<file path="src/rtl/hb_decim_stage_if.sv">
// Sample stream bundle between the CIC output and the halfband decimator.
// The master drives input samples; the slave returns decimated samples and status.
interface hb_decim_stage_if #(
   parameter int BW = 16
);
   logic                 strobe_in;
   logic signed [BW-1:0] data_in;
   logic                 strobe_out;
   logic signed [BW-1:0] data_out;
   logic                 overrun;

   modport master (
      output strobe_in, data_in,
      input  strobe_out, data_out, overrun
   );

   modport slave (
      input  strobe_in, data_in,
      output strobe_out, data_out, overrun
   );
endinterface

</file>
<file path="src/rtl/hb_decim_stage.sv">
// 23-tap halfband decimate-by-2 with one shared multiplier.
// Symmetric tap pairs are pre-added so six MAC passes plus the centre tap cover the filter.
module hb_decim_stage #(
   parameter int BW = 16,
   parameter int CW = 18
) (
   input  logic           clock,
   input  logic           reset,
   input  logic           enable,
   hb_decim_stage_if.slave bus
);
   localparam int ACC_W = BW + CW + 3;
   localparam logic signed [ACC_W-1:0] L_RND = ACC_W'(18'sd65536);
   localparam logic signed [ACC_W-1:0] L_MAX = ACC_W'($signed({1'b0, {(BW-1){1'b1}}}));
   localparam logic signed [ACC_W-1:0] L_MIN = ACC_W'($signed({1'b1, {(BW-1){1'b0}}}));

   typedef enum logic [1:0] {
      S_IDLE = 2'd0,
      S_PAIR = 2'd1,
      S_CTR  = 2'd2,
      S_RND  = 2'd3
   } state_t;

   state_t                  r_state;
   logic [2:0]              r_k;
   logic [4:0]              r_wptr;
   logic [4:0]              r_base;
   logic                    r_phase;
   logic signed [BW-1:0]    r_hist [0:22];
   logic signed [ACC_W-1:0] r_acc;
   logic signed [ACC_W-1:0] r_prod;
   logic                    r_prod_vld;
   logic signed [BW-1:0]    r_rnd;
   logic signed [BW-1:0]    r_data_out;
   logic                    r_strobe_out;
   logic                    r_overrun;

   logic                    w_clr;
   logic                    w_trig;
   logic [4:0]              w_ia;
   logic [4:0]              w_ib;
   logic [4:0]              w_ic;
   logic signed [BW-1:0]    w_xa;
   logic signed [BW-1:0]    w_xb;
   logic signed [BW-1:0]    w_xc;
   logic signed [BW:0]      w_pre;
   logic signed [CW-1:0]    w_coef;
   logic signed [ACC_W-1:0] w_prod;
   logic signed [ACC_W-1:0] w_ctr;
   logic signed [ACC_W-1:0] w_shr;
   logic signed [BW-1:0]    w_sat;

   // Circular history address of x[n-back], modulo 23.
   function automatic logic [4:0] f_idx(input logic [4:0] base, input logic [4:0] back);
      if (base >= back) begin
         f_idx = base - back;
      end else begin
         f_idx = base + 5'd23 - back;
      end
   endfunction

   function automatic logic signed [CW-1:0] f_coef(input logic [2:0] k);
      case (k)
         3'd0:    f_coef = CW'(-18'sd264);
         3'd1:    f_coef = CW'(18'sd656);
         3'd2:    f_coef = CW'(-18'sd1440);
         3'd3:    f_coef = CW'(18'sd2888);
         3'd4:    f_coef = CW'(-18'sd5712);
         3'd5:    f_coef = CW'(18'sd36640);
         default: f_coef = CW'(18'sd0);
      endcase
   endfunction

   assign w_clr  = reset | ~enable;
   assign w_trig = bus.strobe_in & r_phase;
   assign w_ia   = f_idx(r_base, {1'b0, r_k, 1'b0});
   assign w_ib   = f_idx(r_base, 5'd22 - {1'b0, r_k, 1'b0});
   assign w_ic   = f_idx(r_base, 5'd11);
   assign w_xa   = r_hist[w_ia];
   assign w_xb   = r_hist[w_ib];
   assign w_xc   = r_hist[w_ic];
   assign w_pre  = (BW+1)'(w_xa) + (BW+1)'(w_xb);
   assign w_coef = f_coef(r_k);
   assign w_prod = ACC_W'(w_pre) * ACC_W'(w_coef);
   assign w_ctr  = ACC_W'(w_xc) <<< 5'd16;
   assign w_shr  = (r_acc + L_RND) >>> 5'd17;

   // Clamp the rounded result into the output sample range.
   always_comb begin
      w_sat = w_shr[BW-1:0];
      if (w_shr > L_MAX) begin
         w_sat = L_MAX[BW-1:0];
      end else if (w_shr < L_MIN) begin
         w_sat = L_MIN[BW-1:0];
      end else begin
         w_sat = w_shr[BW-1:0];
      end
   end

   // History write, MAC sequencer and registered outputs.
   always_ff @(posedge clock) begin
      if (w_clr) begin
         for (int i = 0; i < 23; i++) begin
            r_hist[i] <= '0;
         end
         r_state      <= S_IDLE;
         r_k          <= 3'd0;
         r_wptr       <= 5'd0;
         r_base       <= 5'd0;
         r_phase      <= 1'b0;
         r_acc        <= '0;
         r_prod       <= '0;
         r_prod_vld   <= 1'b0;
         r_rnd        <= '0;
         r_data_out   <= '0;
         r_strobe_out <= 1'b0;
         r_overrun    <= 1'b0;
      end else begin
         r_strobe_out <= 1'b0;
         r_prod_vld   <= 1'b0;
         if (r_prod_vld) begin
            r_acc <= r_acc + r_prod;
         end
         if (bus.strobe_in) begin
            r_hist[r_wptr] <= bus.data_in;
            r_wptr         <= (r_wptr == 5'd22) ? 5'd0 : r_wptr + 5'd1;
            r_phase        <= ~r_phase;
         end
         if (w_trig && (r_state != S_IDLE)) begin
            r_overrun <= 1'b1;
         end
         case (r_state)
            S_IDLE: begin
               if (w_trig) begin
                  r_base  <= r_wptr;
                  r_k     <= 3'd0;
                  r_acc   <= '0;
                  r_state <= S_PAIR;
               end
            end
            S_PAIR: begin
               r_prod     <= w_prod;
               r_prod_vld <= 1'b1;
               if (r_k == 3'd5) begin
                  r_state <= S_CTR;
               end else begin
                  r_k <= r_k + 3'd1;
               end
            end
            S_CTR: begin
               r_prod     <= w_ctr;
               r_prod_vld <= 1'b1;
               r_k        <= 3'd0;
               r_state    <= S_RND;
            end
            // k=0 lets the centre product land, k=1 rounds, k=2 publishes.
            S_RND: begin
               if (r_k == 3'd0) begin
                  r_k <= 3'd1;
               end else if (r_k == 3'd1) begin
                  r_rnd <= w_sat;
                  r_k   <= 3'd2;
               end else begin
                  r_data_out   <= r_rnd;
                  r_strobe_out <= 1'b1;
                  r_state      <= S_IDLE;
               end
            end
            default: r_state <= S_IDLE;
         endcase
      end
   end

   assign bus.strobe_out = r_strobe_out;
   assign bus.data_out   = r_data_out;
   assign bus.overrun    = r_overrun;
endmodule
</file>
<file path="src/flat_wrapper.sv">
// flat-port wrapper written by rule: the top's interface ports become plain ports
module hb_decim_stage_flat 
#(
   parameter int BW = 16,
   parameter int CW = 18
)
  (clock, reset, enable, bus_strobe_in, bus_data_in, bus_strobe_out, bus_data_out, bus_overrun);
  hb_decim_stage_if #(.BW(BW)) bus_i ();
  input  logic clock;
  input  logic reset;
  input  logic enable;
  input wire logic [$bits(bus_i.strobe_in)-1:0] bus_strobe_in;
  input wire logic [$bits(bus_i.data_in)-1:0] bus_data_in;
  output wire logic [$bits(bus_i.strobe_out)-1:0] bus_strobe_out;
  output wire logic [$bits(bus_i.data_out)-1:0] bus_data_out;
  output wire logic [$bits(bus_i.overrun)-1:0] bus_overrun;
  assign bus_i.strobe_in = bus_strobe_in;
  assign bus_i.data_in = bus_data_in;
  assign bus_strobe_out = bus_i.strobe_out;
  assign bus_data_out = bus_i.data_out;
  assign bus_overrun = bus_i.overrun;
  hb_decim_stage #(.BW(BW), .CW(CW)) u_core (.clock(clock), .reset(reset), .enable(enable), .bus(bus_i));
endmodule
</file>
<file path="config.mk">
export PLATFORM = sky130hd
export DESIGN_NAME = hb_decim_stage_flat
export DESIGN_NICKNAME = d
export VERILOG_FILES = /design/src/rtl/hb_decim_stage_if.sv /design/src/rtl/hb_decim_stage.sv /design/src/flat_wrapper.sv
export SDC_FILE = /design/constraint.sdc
export NUM_CORES = 2
export LEC_CHECK = 0
export BUFFER_PORTS_ARGS = -buffer_cell sky130_fd_sc_hd__buf_2
export CAP_MARGIN = 20
export CORE_MARGIN = 2
export CORE_UTILIZATION = 45
export DETAILED_ROUTE_END_ITERATION = 8
export MAX_ROUTING_LAYER = met4
export SYNTH_ARGS = -nofsm -noshare
export SYNTH_HDL_FRONTEND = slang
export SYNTH_SLANG_ARGS = --single-unit
</file>
<file path="constraint.sdc">
create_clock -name clock -period 13.15 [get_ports clock]
set_clock_uncertainty 0.1 [all_clocks]
set_input_delay 1.315 -clock clock [delete_from_list [all_inputs] [get_ports clock]]
set_output_delay 1.315 -clock clock [all_outputs]
set_load 0.01 [all_outputs]
</file>
==> flow_summary.json <==
{
  "finalSetupTns_ps": 0,
  "placed_area_um2": 52800,
  "clock_latency_ps": 680,
  "path_class": "reg2reg",
  "die_w_um": 339,
  "htreeDepth": 3,
  "port_buffers": 37,
  "ctsHoldBuffers": 0,
  "worst_slew_pin_slew_ps": 1280,
  "setup_viol": 0,
  "yosys.area.top_type": "edfxtp_1",
  "via_per_inst": 6.44,
  "path_max_fanout": 17,
  "rsz0062_at_grt": "false",
  "drv_slew": 0,
  "cts_made_buffers": 75,
  "nets": 5614,
  "core_um2": 111000,
  "crit_path_max_incr_delay_ps": 690,
  "cp_data_arrival_time_ps": 13090,
  "final-seq-area_um2": 17700,
  "drive_gt1_share_pct": 11.9,
  "synth_xor_area_share_pct": 2.00,
  "m1WireLength_um": 75300,
  "crit_path_top_delay_cell": "a31o_2",
  "tritoncts": "done",
  "crit_path_start_kind": "register",
  "wl_per_cell_um": 29.8,
  "die_h_um": 339,
  "syn_nets": 5679,
  "cap_violations": 0,
  "min_path_type": "reg2reg",
  "synth-simple-area-share_pct": 20.4,
  "synth-seq-area-share_pct": 35.2,
  "syn-cell-area_um2": 50400,
  "syn_inst": 5238,
  "dpl.hpwl_um": 141000,
  "ant_nets": 0,
  "timing_hold_violations_final": 0,
  "fin_cells": 6730,
  "drc_errors": 0,
  "synthMuxAreaShare_pct": 10.0,
  "clock.fmax_mhz": 78.8,
  "clk_path_buf_depth": 3,
  "gp_congestion": 1.01,
  "cpMostUsedCell": "fa_1",
  "ys_ff_latch": 629,
  "grt_usage_pct": 35.2,
  "area_growth_pct": 9.94,
  "grt_start_max_net_pins": 142,
  "synthArstFlopShare_pct": 0,
  "crit_required_ps": 13560,
  "synth.most_common_cell": "nand2_1",
  "worstSetupStartpoint": "u_core.r_base[1]",
  "initial_core_util_pct": 45.5,
  "dr.pass1.iters": 8,
  "syn_area_per_cell_um2": 9.62,
  "grt_pass1_vias": 41500,
  "wl_met3_um": 22700,
  "r2r-start": "u_core.r_base[1]",
  "synth_cell_types": 93,
  "wl_met2_um": 88800,
  "fin_crit_ps": 12680,
  "period_share_pct": 96.5,
  "die-area_um2": 115000,
  "synth_top_family_by_area": "simple AND/OR/NAND/NOR gates",
  "rows": 122,
  "clk_pin_slew_ps": 60,
  "yosys-top-cells-count": "nand2_1 (894), edfxtp_1 (512), and2_1 (382), inv_1 (336), nand3_1 (317)",
  "top_layer": "met4",
  "antenna_found_initial": 17,
  "gr-total-overflow": 0,
  "synth_edf_count": 512,
  "yosysWarningCount": 0,
  "clk_root_buffer_cell": "clkbuf_16",
  "synth_ff_type": "edfxtp_1",
  "synthTopCellsByArea": "edfxtp_1 (31%), fa_1 (10%), mux4_2 (6.8%)",
  "first_iter_violations": 6464,
  "fillers": 10300,
  "vias": 43400,
  "grt_first_pass_wirelength_um": 288000,
  "synth.top_cell.area_share_pct": 30.5,
  "status": "finished clean",
  "multi_input_area_um2": 30200,
  "holdCritStartpoint": "u_core.r_rnd[13]",
  "cts_sinks": 629,
  "dp.cells": 6578,
  "synth_compound_gate_area_share_pct": 12.2,
  "synth_fa_ha_area_share_pct": 14.4,
  "final_area_um2": 55400,
  "relSlewSlack_pct": 14.5,
  "io_pins": 38,
  "endpoint_kind": "register",
  "wl_um": 201000
}
routing by layer:
metal | GRT usage, % | vias up
li1 | - | 18500
met2 | 52.6 | 2864
met3 | 8.15 | 605
met5 | - | -
met4 | 20.5 | 0
met1 | 43.9 | 21400
cell families after synthesis:
group | count (synthesis)
mux | 313
flops | 629
xor+xnor | 112
fa+ha+maj | 421
compound gates | 880
buf+inv | 723
simple gates | 2160
cell usage in the layout (no fill, tap or decap), types with 41 or more instances in the layout:
master | synthesis | layout
a211oi_1 | 82 | 81
a21o_1 | 53 | 53
a21oi_1 | 121 | 118
a31oi_1 | 106 | 105
and2_1 | 382 | 382
and3_1 | 71 | 70
buf_4 | 8 | 190
clkbuf_16 | 0 | 76
dfxtp_1 | 117 | 116
edfxtp_1 | 512 | 512
fa_1 | 263 | 263
ha_1 | 158 | 157
inv_1 | 336 | 336
mux2i_1 | 153 | 152
mux4_2 | 153 | 153
nand2_1 | 894 | 893
nand3_1 | 317 | 316
nand4_1 | 51 | 51
nor2_1 | 266 | 245
nor2b_1 | 53 | 52
o211ai_1 | 41 | 41
o21ai_0 | 157 | 133
xnor2_1 | 58 | 55
xor2_1 | 51 | 51
final cells by class:
class / instances / share of cell area (%)
multi-input combinational: 3888 / 54.5
inverter: 341 / 2.31
clock buffer: 93 / 3.60
antenna: 14 / 0.0633
clock inverter: 39 / 0.843
timing repair buffer: 238 / 3.31
tap: 1488 / 3.36
sequential: 629 / 32.0
worst paths after layout:
kind	endpoint	depth (start not counted)	slack, ps
setup / recovery	u_core.r_prod[35]	37	470
hold / removal	u_core.bus.data_out[13]	2	350
setup reg to reg	u_core.r_prod[35]	37	470
hold reg to reg	u_core.bus.data_out[13]	2	350
through the flow:
stage,hold WS [ps],util [%],worst slack [ps]
6_report,347,50.0,465
5_1_grt,375,50.0,38.9
4_1_cts,355,49.9,396
3_5_place_dp,346,47.6,423
3_3_place_gp,343,47.6,557
2_1_floorplan,332,-,1910
state kept, by name, indices dropped and copies added, names as in the netlist:
signal	cells
u_core.r_hist	512
u_core.r_acc	34
u_core.r_prod	32
u_core.bus.data_out	16
u_core.r_rnd	16
u_core.r_base	5
u_core.r_wptr	5
u_core.r_k	3
u_core.r_state	2
u_core.bus.overrun	1
u_core.bus.strobe_out	1
u_core.r_phase	1
u_core.r_prod_vld	1
timing repair:
action / in CTS / in global routing
buffers inserted: 0 / 3
setup endpoints to repair: 0 / 13
resized for setup: 0 / 8
critical path, delay by kind of cell (launching register included):
family                   cells  cell delay, ps
flip-flops                   1             560
AO/OA/AOI/OAI               13            3740
AND/OR/NAND/NOR              9            2280
buffers and inverters        4             750
adder cells (fa/ha/maj)     10            4790
XOR/XNOR                     1             320
Power is not shown: default switching activity piles up to over one toggle a cycle in this logic, so the estimate is an artifact.
